File: config.mk
export PLATFORM = sky130hd
export DESIGN_NAME = dmem_unit
export DESIGN_NICKNAME = d
export VERILOG_FILES = /design/src/rtl/dmem_pkg.sv /design/src/rtl/dmem_lane_align.sv /design/src/rtl/dmem_unit.sv
export SDC_FILE = /design/constraint.sdc
export NUM_CORES = 1
export LEC_CHECK = 0
export ABC_AREA = 0
export CORE_ASPECT_RATIO = 0.5
export CORE_MARGIN = 2
export CORE_UTILIZATION = 45
export CTS_CLUSTER_SIZE = 30
export DETAILED_ROUTE_END_ITERATION = 16
export DONT_BUFFER_PORTS = 1
export PLACE_DENSITY = 0.71
export SYNTH_ARGS = -nofsm -noshare
export SYNTH_HDL_FRONTEND = slang
export SYNTH_HIERARCHICAL = 1
export SYNTH_SLANG_ARGS = --single-unit
export TNS_END_PERCENT = 50
File: constraint.sdc
create_clock -name clk -period 10.1 [get_ports clk]
set_input_delay 2.02 -clock clk [delete_from_list [all_inputs] [get_ports clk]]
set_output_delay 2.02 -clock clk [all_outputs]
set_load 0.05 [all_outputs]
File: src/rtl/dmem_pkg.sv
// Shared encodings for the MEM-stage data memory: access sizes, FSM states,
// wait counter width and the captured request record.
package dmem_pkg;

    localparam logic [1:0] SIZE_B = 2'b00;
    localparam logic [1:0] SIZE_H = 2'b01;
    localparam logic [1:0] SIZE_W = 2'b10;

    localparam int CNT_W = 4;

    typedef enum logic {
        ST_IDLE,
        ST_WAIT
    } state_t;

    typedef struct packed {
        logic        write;
        logic [1:0]  size;
        logic        is_unsigned;
        logic [31:0] addr;
        logic [31:0] wdata;
    } req_t;

endpackage

File: src/rtl/dmem_lane_align.sv
// Byte-lane steering for one 32-bit word: store byte enables and merged word,
// load extraction/extension and misalignment flag (DMEM_ALIGN_CHECK_EN).
module dmem_lane_align
    import dmem_pkg::*;
(
    input  logic [1:0]  size,
    input  logic [1:0]  addr_lo,
    input  logic        is_unsigned,
    input  logic [31:0] wdata,
    input  logic [31:0] word,
    output logic [3:0]  byte_en,
    output logic [31:0] wr_word,
    output logic [31:0] rd_data,
    output logic        misaligned
);

    logic        is_byte;
    logic        is_half;
    logic        is_word;
    logic [1:0]  lane;
    logic [31:0] repl;
    logic [31:0] sh;
    logic        sign_b;
    logic        sign_h;

    always_comb begin
        is_byte = (size == SIZE_B);
        is_half = (size == SIZE_H);
        is_word = (size == SIZE_W) || (size == 2'b11);

`ifdef DMEM_ALIGN_CHECK_EN
        misaligned = (is_half && addr_lo[0]) || (is_word && (addr_lo != 2'b00));
        lane       = addr_lo;
`else
        // Without checking, drop the low bits to the natural boundary.
        misaligned = 1'b0;
        lane       = is_word ? 2'b00 : (is_half ? {addr_lo[1], 1'b0} : addr_lo);
`endif

        if (misaligned)   byte_en = 4'b0000;
        else if (is_word) byte_en = 4'b1111;
        else if (is_half) byte_en = 4'b0011 << lane;
        else              byte_en = 4'b0001 << lane;

        if (is_word)      repl = wdata;
        else if (is_half) repl = {2{wdata[15:0]}};
        else              repl = {4{wdata[7:0]}};

        wr_word = word;
        for (int b = 0; b < 4; b++) begin
            if (byte_en[b]) wr_word[8*b +: 8] = repl[8*b +: 8];
        end

        sh     = word >> {lane, 3'b000};
        sign_b = !is_unsigned && sh[7];
        sign_h = !is_unsigned && sh[15];
        if (misaligned)   rd_data = '0;
        else if (is_byte) rd_data = {{24{sign_b}}, sh[7:0]};
        else if (is_half) rd_data = {{16{sign_h}}, sh[15:0]};
        else              rd_data = word;
    end

endmodule

File: src/rtl/dmem_unit.sv
// MEM-stage data memory: byte/half/word access behind ready/valid with
// WAIT_CYCLES wait states; misalignment checking under DMEM_ALIGN_CHECK_EN.
module dmem_unit
    import dmem_pkg::*;
#(
    parameter int DEPTH       = 8,
    parameter int WAIT_CYCLES = 0
) (
    input  logic        clk,
    input  logic        reset,
    input  logic        req_valid,
    input  logic        req_write,
    input  logic [1:0]  req_size,
    input  logic        req_unsigned,
    input  logic [31:0] address,
    input  logic [31:0] write_data,
    output logic        req_ready,
    output logic        resp_valid,
    output logic [31:0] read_data,
    output logic        resp_error
);

    localparam int IDX_W = $clog2(DEPTH);

    state_t                 state_q, state_d;
    logic [CNT_W-1:0]       cnt_q, cnt_d;
    req_t                   req_q, req_d;
    logic                   resp_valid_q, resp_valid_d;
    logic [31:0]            read_data_q, read_data_d;
    logic                   resp_error_q, resp_error_d;

    req_t                   live_req;
    req_t                   acc;
    logic                   use_cap;
    logic                   do_access;
    logic                   mem_we;
    logic [IDX_W-1:0]       acc_idx;
    logic [DEPTH-1:0][31:0] mem_w;
    logic [3:0]             byte_en;
    logic [31:0]            wr_word;
    logic [31:0]            ld_data;
    logic                   misaligned;
    logic                   unused_addr_hi;

    always_comb begin
        live_req = '{write: req_write, size: req_size, is_unsigned: req_unsigned,
                     addr: address, wdata: write_data};
        state_d   = state_q;
        cnt_d     = cnt_q;
        req_d     = req_q;
        use_cap   = 1'b0;
        do_access = 1'b0;
        req_ready = (state_q == ST_IDLE);
        case (state_q)
            ST_IDLE: begin
                if (req_valid) begin
                    if (WAIT_CYCLES == 0) begin
                        do_access = 1'b1;
                    end else begin
                        state_d = ST_WAIT;
                        cnt_d   = CNT_W'(WAIT_CYCLES);
                        req_d   = live_req;
                    end
                end
            end
            ST_WAIT: begin
                use_cap = 1'b1;
                cnt_d   = cnt_q - 1'b1;
                if (cnt_q == CNT_W'(1)) begin
                    do_access = 1'b1;
                    state_d   = ST_IDLE;
                end
            end
            default: state_d = ST_IDLE;
        endcase

        // Zero-wait accesses use the live inputs at the acceptance edge.
        acc     = use_cap ? req_q : live_req;
        acc_idx = acc.addr[IDX_W+1:2];
        mem_we  = do_access && acc.write;

        resp_valid_d = do_access;
        read_data_d  = (do_access && !acc.write) ? ld_data : '0;
        resp_error_d = do_access && misaligned;
    end

    assign unused_addr_hi = ^acc.addr[31:IDX_W+2];

    dmem_lane_align u_align (
        .size        (acc.size),
        .addr_lo     (acc.addr[1:0]),
        .is_unsigned (acc.is_unsigned),
        .wdata       (acc.wdata),
        .word        (mem_w[acc_idx]),
        .byte_en     (byte_en),
        .wr_word     (wr_word),
        .rd_data     (ld_data),
        .misaligned  (misaligned)
    );

    // Memory words power up holding their own index and are never reset;
    // a write edge that coincides with reset is suppressed.
    for (genvar i = 0; i < DEPTH; i++) begin : g_word
        logic [31:0] word_q = 32'(i);
        logic [31:0] word_d;

        always_comb begin
            word_d = word_q;
            if (mem_we && (acc_idx == IDX_W'(i)) && (byte_en != 4'b0000)) word_d = wr_word;
        end

        always_ff @(posedge clk) begin
            if (!reset) word_q <= word_d;
        end

        assign mem_w[i] = word_q;
    end

    always_ff @(posedge clk or posedge reset) begin
        if (reset) begin
            state_q      <= ST_IDLE;
            cnt_q        <= '0;
            req_q        <= '0;
            resp_valid_q <= 1'b0;
            read_data_q  <= '0;
            resp_error_q <= 1'b0;
        end else begin
            state_q      <= state_d;
            cnt_q        <= cnt_d;
            req_q        <= req_d;
            resp_valid_q <= resp_valid_d;
            read_data_q  <= read_data_d;
            resp_error_q <= resp_error_d;
        end
    end

    assign resp_valid = resp_valid_q;
    assign read_data  = read_data_q;
    assign resp_error = resp_error_q;

endmodule

### Word-level counts from Yosys, hierarchy flattened

Index checks and enable logic that the tools add are counted.

* output and inout bits: 35
* flip-flop bits (word level): 294
* word-level logic and storage cells: 87
* input port bits: 71

* equal/unequal tests: 11
* shift operators: 3
* order comparisons: 1
* reduce and logical (&&, ||, !) cells: 34
* add/subtract/negate cells: 1
* bitwise logic cells: 2
* multiplexer cells: 23

Operators with widths (count)
* $mux 32: 6
* $bmux 32 s3: 1
* $mux 68: 1
* $mux 8: 4
* $shr 32x5->16: 1
* $logic_and 1x1->1: 20
* $reduce_and 2->1: 8
* $eq 3x3->1 const B: 4
* $mux 4: 3
* $eq 3x2->1 const B: 2
* $mux 1: 5
* $eq 2x2->1 const B: 2
* $eq 4x1->1 const B: 1
* $lt 3x4->1 const B: 1
* $pmux 1 s2: 2
* $reduce_bool 4->1: 1
* $shl 1x2->4 const A: 1
* $shl 2x2->4 const A: 1
* $sub 4x1->4 const B: 1
* $eq 3x1->1 const B: 1
* $logic_not 3->1: 1
* $eq 2x1->1 const B: 1
* $logic_not 1->1: 2
* $logic_not 2->1: 1
* other kinds (3): 4

### Longest topological paths before layout

Gate-level depths: netlist (run 1).

* word-level depth: 11
* mapped depth: 12

### By module

Netlist (run 1), hierarchy kept.

Modules (own cells, without submodules)
* dmem_unit: cells each 695, area each 11671.2 um^2, seq. area each 8663.3 um^2, instances 1
* dmem_lane_align: cells each 234, area each 1582.8 um^2, seq. area each 0.0 um^2, instances 1

### Worst setup path before layout (run 1)

Ideal clock, no wire load.

* path type: input-to-reg
* start point: in req_size[0]
* end point: reg g_word[6].word_q[0], enable pin
* arrival time: 5.549 ns
* path buffers: 2
* setup slack: 4.090 ns
* stages: 9
* cells stage by stage: nor2b_1 buf_2 or2_1 a21oi_2 buf_2 inv_1 or4_1 nand2_1 nor3_1

* cells in the longest elaborated chain, start to end: 10
* elaborated cells on any way between the ends: 14

Ends and longest elaborated chain
* start, declared: line dmem_unit.sv:13 `input logic [1:0] req_size,`
* $mux 68 (*): line dmem_unit.sv:78 `acc = use_cap ? req_q : live_req;`
* $eq 2x1->1 / $eq 2x2->1 (equally long branches): line dmem_lane_align.sv:28, dmem_lane_align.sv:29
* $mux 1 / $logic_or 1x1->1 (equally long branches): line dmem_lane_align.sv:37, dmem_lane_align.sv:29
* $mux 2: line dmem_lane_align.sv:37 `lane = is_word ? 2'b00 : (is_half ? {addr_lo[1], 1'b0} : addr_lo);`
* $shl 2x2->4 / $shl 1x2->4 (equally long branches): line dmem_lane_align.sv:42, dmem_lane_align.sv:43
* $mux 4: line dmem_lane_align.sv:42 `else if (is_half) byte_en = 4'b0011 << lane;`
* $mux 4 (*): line dmem_lane_align.sv:41 `else if (is_word) byte_en = 4'b1111;`
* via byte_en[1]: line dmem_unit.sv:39 `logic [3:0] byte_en;`
* $reduce_bool 4->1 (*): line dmem_unit.sv:109 `if (mem_we && (acc_idx == IDX_W'(i)) && (byte_en != 4'b0000)) word_d = wr_word;`
* $logic_and 1x1->1 (*): line dmem_unit.sv:109
* $reduce_and 2->1 (no source line) (*)
* end signal, assigned: line dmem_unit.sv:113 `if (!reset) word_q <= word_d;`
* end, declared: line dmem_unit.sv:104 `logic [31:0] word_q = 32'(i);`

Mark *: on every way through the listed nets, which the timed path passes. The rest lies on a longest branch.
A chain may end at the register's enable or synchronous reset.

### Worst setup path after layout (run 1)

* start point: in req_size[1]
* end point: reg g_word[6].word_q[0], enable pin

The elaborated chain is that of the path after synthesis.

==> qor.csv, run 1 <==
stage,metric,value,unit
die,die_area,30900,µm²
sta,relSlewSlack,17.0,%
global_route,grt_usage,20.0,%
pwr,power_density,183,nW/µm²
global_route,antenna_found_initial,0,
final_layout,area_growth,9.31,%
synth,syn-num-nets,1002,
run,maxCapViolations,0,
drt,routed_wl,30900,µm
pwr,static-leakage-power,5.06,nW
sta,setup_viol,0,
synth,seq_area_frac_synth,65.4,%
clock_network,clockBufferDepth,3,
clock_network,cts_root_buf,clkbuf_16,
die,io_pins,106,
global_route,grt_max_degree,91,
sta,clock-skew-final,0.0166,ns
drt,drt_iter0_markers,1019,
setup_path,crit_fanout,66,
sta,fin_crit,4.97,ns
die,die_y,125,µm
synth,syn_avg_cell_area,14.3,µm²
pwr,ir_drop,135,µV
drt,detail-route-antenna-nets,0,
setup_path,required,10.30,ns
clock_network,worstSkewPairLatency,0.55,ns
sta,post-route-period-util,49.2,%
die,core,29000,µm²
placement,dp_hpwl,19200,µm
global_route,grt_pass1_wl,46600,µm
final_layout,drive_gt1_share,15.5,%
die,placementRows,44,
synth,yosysUniqueCellTypes,57,
die,initial_core_util,45.8,%
final_layout,nFillCells,2422,
drt,vias,7833,
final_layout,insertedDiodeCount,0,
clock_network,cts_sinks,295,
global_route,grt_pass1_vias,7738,
synth,synth_edf_count,256,
clock_network,htree_levels,1,
sta,max_freq,0.201,GHz
setup_path,crit_type,in -> reg,
drt,first_pass_iters,5,
status,outcome,"finished, final reports clean",
setup_path,r2r_slack,5.99,ns
synth,synth_area_leaders,"edfxtp_1 (58%), dfrtp_1 (7.4%), mux2i_1 (4.6%), nor2b_1 (3.8%), mux4_2 (3.4%)",
synth,yosysMostFrequentCell,edfxtp_1,
clock_network,cts_tree,done,
sta,worst_pin_slew,1.24,ns
synth,netlist_area,13300,µm²
sta,tns,0,ns
sta,final-hold-violation-count,0,
sta,worst_hold_slack,0.489,ns
drt,avgViaCountPerCell,5.92,
setup_path,crit_chain,nor2b_4 -> buf_4 -> a21o_1 -> or4_1 -> nand2_1 -> nor3_2 -> buf_4,
drt,wl_per_cell,23.4,µm
setup_path,cp-end-kind,flop,
placement,gp_congestion,0.855,
sta,drv_slew,0,
synth,synth_seq_cells,295,
setup_path,startpoint_type,input port,
drt,drc,0,
sta,rsz0062_at_grt,no,
synth,synth_cells,929,
die,die_x,247,µm
min_path,min_path_type,reg -> reg,
synth,synth_top_area_share,58.0,%
clock_network,numCtsBuffers,27,
final_layout,nNetsFinal,984,
placement,port_buffers,0,
synth,synthFlopType,edfxtp_1,
clock_network,cts_setup_buffers,0,
synth,synth_common_cells,"edfxtp_1 (256), nor2b_1 (81), nand2_1 (77)",
synth,yosys.area.top_type,edfxtp_1,
synth,yosys_warnings,6,
setup_path,cp.arrival,5.16,ns
clock_network,clk_pin_slew,0.06,ns
clock_network,ctsResizeCount,0,
synth,synthArstFlopShare,13.2,%
setup_path,critPathSlowestCell,nor3_2,
setup_path,critical-path-max-stage-delay,0.94,ns
setup_path,cp_common_cell,buf_4,
global_route,grt.overflow.total,0,
clock_network,cts_hold_buf,0,
-- critical path, delay by kind of cell --
| family | cells | cell delay (ns) |
|---|---|---|
| compound gates | 1 | 0.50 |
| simple gates | 4 | 1.45 |
| buf+inv | 2 | 1.12 |
-- routing by layer --
layer	track usage, %	vias to the layer above	wire (µm)
met5	0	-	0
li1	-	3498	-
met3	2.71	55	2080
met1	26.9	3941	12600
met4	6.84	0	906
met2	33.7	339	15400
-- cell usage in the layout (no fill, tap or decap), types with 21 or more instances in the layout --
cell type / count
buf_4: 22
nor2b_1: 79
clkbuf_16: 27
a21oi_1: 35
mux2_2: 29
o21ai_0: 34
edfxtp_1: 256
o21ai_1: 21
dfrtp_1: 38
nand2_1: 77
nor2_1: 32
mux2i_1: 61
-- state kept, by name (all words and copies together) (netlist names) --
register,flops
read_data,32
resp_error,1
cnt_q,4
resp_valid,1
g_word.word_q,256
state_q,1
-- path summary, 6_finish.rpt --
| check | startpoint | end | cells past startpoint |
|---|---|---|---|
| max in group asynchronous | reset | state_q | 2 |
| max reg2reg | state_q | g_word[6].word_q[0] | 7 |
| min reg2reg | cnt_q[3] | cnt_q[3] | 1 |
| min | cnt_q[3] | cnt_q[3] | 1 |
| max | req_size[1] | g_word[6].word_q[0] | 7 |
| min in group asynchronous | reset | read_data[15] | 2 |
-- through the flow --
step	cells	setup slack, ns	utilization [%]	total power [mW]	cell area [µm²]
after floorplan	929	4.09	-	1.58	13300
after global placement	1273	4.71	46.9	1.62	13600
after detailed placement	1273	4.57	46.9	1.63	13600
after CTS	1323	5.13	50.0	2.67	14500
after global routing	1323	4.99	50.0	2.73	14500
final	1323	5.13	50.0	2.66	14500
-- area by class of cell --
type                            count  area (µm²)  share of cell area (%)
Multi-Input combinational cell    554        4210                    29.1
Sequential cell                   295        8660                    59.8
Clock inverter                     19         225                    1.55
Tap cell                          391         489                    3.38
Inverter                           11        41.3                   0.285
Clock buffer                       31         691                    4.77
Timing Repair Buffer               22         165                    1.14
-- where the power goes --
group          leakage, nW  total, mW  internal, mW  switching [mW]
Clock                0.439       1.05         0.619           0.436
Combinational         1.78      0.214        0.0754           0.138
Sequential            2.84       1.39          1.36          0.0297
Total                 5.06       2.66          2.05           0.604
-- cells by family (layout without fill, tap and decap cells) --
family                     count (synthesis)  after routing  synth area share, %
buffers and inverters                     80             83                 3.41
xor gates and xnor gates                   3              3                0.198
and+or+nand+nor                          244            244                 9.80
other                                      1              1               0.0283
muxes                                    111            111                 10.6
adders and majority gates                  2              2                0.189
AOI/OAI and AO/OA                        193            193                 10.4
DFF                                      295            295                 65.4
No activity file was read; power rests on OpenSTA's default activity.
==> inputs of run 2 (changes only) <==
clock period = 4.9 ns   (was 10.1 ns; I/O delays follow)
==> run 2 against run 1 <==
Net effect: largest cell class unchanged; combinational power rose by 110%; clock skew decreased by 0.0035 ns; sequential share of layout area shrank 0.52 points; flip-flop and latch count unchanged; largest power group unchanged; utilization grew 0.44 points; die area did not move; critical path type is now reg -> reg; via count down 0.20%; first-iteration DRC count shrank 15%; non-clock buffer count rose by 5; routed wire length decreased by 0.18%; sequential power grew 110%.
==> qor.csv, run 2 (synthesized netlist as in run 1, its figures left out) <==
stage,metric,value,unit,change
sta,post-route-period-util,82.0,%,
pwr,ir_drop,279,µV,+110%
setup_path,rr_endpoint,g_word[7].word_q[31],,
final_layout,insertedDiodeCount,0,,unchanged
setup_path,crit_chain,nor2b_1 -> inv_1 -> a21o_1 -> or4_1 -> nand2_1 -> nor3_4 -> buf_4,,
setup_path,cp.arrival,4.25,ns,-0.91 ns
clock_network,clk_pin_slew,0.07,ns,about the same
sta,max_freq,0.249,GHz,
sta,drv_slew,0,,unchanged
placement,dpl_cell_area,13600,µm²,+0.28%
die,initial_core_util,45.8,%,unchanged
clock_network,cts_sinks,295,,unchanged
setup_path,critical-path-max-stage-delay,0.82,ns,-0.12 ns
sta,clock-skew-final,0.0131,ns,-0.00349 ns
global_route,grt_usage,20.0,%,about the same
final_layout,nNetsFinal,989,,+0.51%
placement,gp_congestion,0.930,,+8.7%
drt,maxUsedRoutingLayer,met4,,
clock_network,cts_root_buf,clkbuf_16,,
die,die_area,30900,µm²,unchanged
final_layout,nFillCells,2374,,-2.0%
status,outcome,"finished, final reports clean",,
pwr,static-leakage-power,5.14,nW,+1.6%
sta,rsz0062_at_grt,no,,
die,core,29000,µm²,unchanged
clock_network,clockBufferDepth,3,,unchanged
setup_path,cp-end-kind,flop,,
sta,fin_ws,0.882,ns,-4.25 ns
sta,setup_viol,0,,unchanged
final_layout,largest_register_ffs,256,,unchanged
drt,avgViaCountPerCell,5.89,,-0.58%
drt,vias,7817,,-0.20%
setup_path,r2r_slack,0.88,ns,-5.11 ns
global_route,grt_pass1_wl,47100,µm,+1.1%
final_layout,layout_common_cells,"edfxtp_1 (256), nor2b_1 (79), nand2_1 (77)",,
final_layout,largest-register,g_word.word_q,,
die,io_pins,106,,unchanged
pwr,power_density,385,nW/µm²,+110%
final_layout,fin_area,14600,µm²,+0.87%
drt,first_pass_iters,6,,+1
clock_network,htree_levels,1,,unchanged
final_layout,drive_gt1_share,16.5,%,+1.1 points
placement,dp_hpwl,19200,µm,+0.34%
drt,met3WireLength,2200,µm,+5.7%
drt,dr_wl_met2,15000,µm,-2.3%
drt,drt-met1-wl,12600,µm,+0.75%
die,placementRows,44,,unchanged
final_layout,final_util,50.5,%,+0.44 points
sta,fin_crit,4.02,ns,
clock_network,ctsResizeCount,0,,unchanged
clock_network,cts_hold_buf,0,,unchanged
clock_network,numCtsBuffers,27,,unchanged
min_path,min_path_type,in -> async,,
setup_path,rr_worst_depth,7,,unchanged
global_route,grt_max_degree,91,,unchanged
sta,relSlewSlack,20.3,%,+3.3 points
setup_path,startpoint_type,flop,,
die,die_y,125,µm,unchanged
setup_path,crit_fanout,34,,-48%
drt,detail-route-antenna-nets,0,,unchanged
setup_path,r2r-start,state_q,,
drt,wl_per_cell,23.3,µm,-0.56%
setup_path,critPathSlowestCell,dfrtp_2,,
placement,post-place-ws,0.880,ns,-3.69 ns
drt,drc,0,,unchanged
setup_path,crit_type,reg -> reg,,
final_layout,final_common_cell,edfxtp_1,,
clock_network,cts_tree,done,,
final_layout,regArea,8660,µm²,unchanged
setup_path,required,5.14,ns,-5.16 ns
global_route,grt.overflow.total,0,,unchanged
die,die_x,247,µm,unchanged
global_route,grt_pass1_vias,7937,,+2.6%
final_layout,multi_input_area,4210,µm²,unchanged
global_route,antenna_found_initial,0,,unchanged
final_layout,area_growth,10.3,%,
sta,worst_pin_slew,1.19,ns,-0.0519 ns
placement,port_buffers,0,,unchanged
clock_network,cts_setup_buffers,0,,unchanged
drt,drt_iter0_markers,871,,-15%
clock_network,worstSkewPairLatency,0.55,ns,about the same
sta,final-hold-violation-count,0,,unchanged
run,maxCapViolations,0,,unchanged
drt,routed_wl,30900,µm,-0.18%
[run 2: worst max-delay path by stage]
stage,from,to,slack (ns),cells past startpoint
6_report,state_q,g_word[7].word_q[31],0.88,7
5_1_grt,state_q,g_word[7].word_q[23],0.68,7
4_1_cts,state_q,g_word[7].word_q[31],0.96,7
3_5_place_dp,address[1],g_word[7].word_q[31],0.88,7
3_3_place_gp,address[1],g_word[7].word_q[31],0.94,7
2_1_floorplan,req_size[0],g_word[6].word_q[0],-0.07,9
[run 2: routing by layer]
| layer | up-vias | track usage, % |
|---|---|---|
| li1 | 3498 | - |
| met1 | 3933 | 27.2 |
| met2 | 328 | 33.4 |
| met3 | 58 | 2.71 |
| met4 | 0 | 6.77 |
| met5 | - | 0 |
[run 2: power by group]
| group | internal (mW) | switching, mW |
|---|---|---|
| sequential | 2.80 | 0.0610 |
| clock | 1.39 | 0.929 |
| combinational | 0.159 | 0.288 |
[run 2: layout make-up]
cell class	count	share of cell area, %
timing repair buffer	27	1.39
inverter	11	0.283
tap	391	3.35
clock buffer	36	5.29
sequential	295	59.3
multi-input combinational	554	28.8
clock inverter	14	1.58
[run 2: metrics by stage]
stage                     instances  setup TNS (ns)  power, mW  hold slack, ns
final                          1328               0       5.63           0.436
after global placement         1278               0       3.34           0.457
after global routing           1328               0       5.79           0.479
after floorplan                 929           -6.23       3.26           0.443
after CTS                      1328               0       5.65           0.430
after detailed placement       1278               0       3.36           0.508
[run 2: worst max-delay path: cells and delay by family (launching register included)]
kind / cells / cell delay (ns)
AND/OR/NAND/NOR: 4 / 1.46
buffers and inverters: 2 / 0.86
AO/OA/AOI/OAI: 1 / 0.54
flip-flops: 1 / 0.82
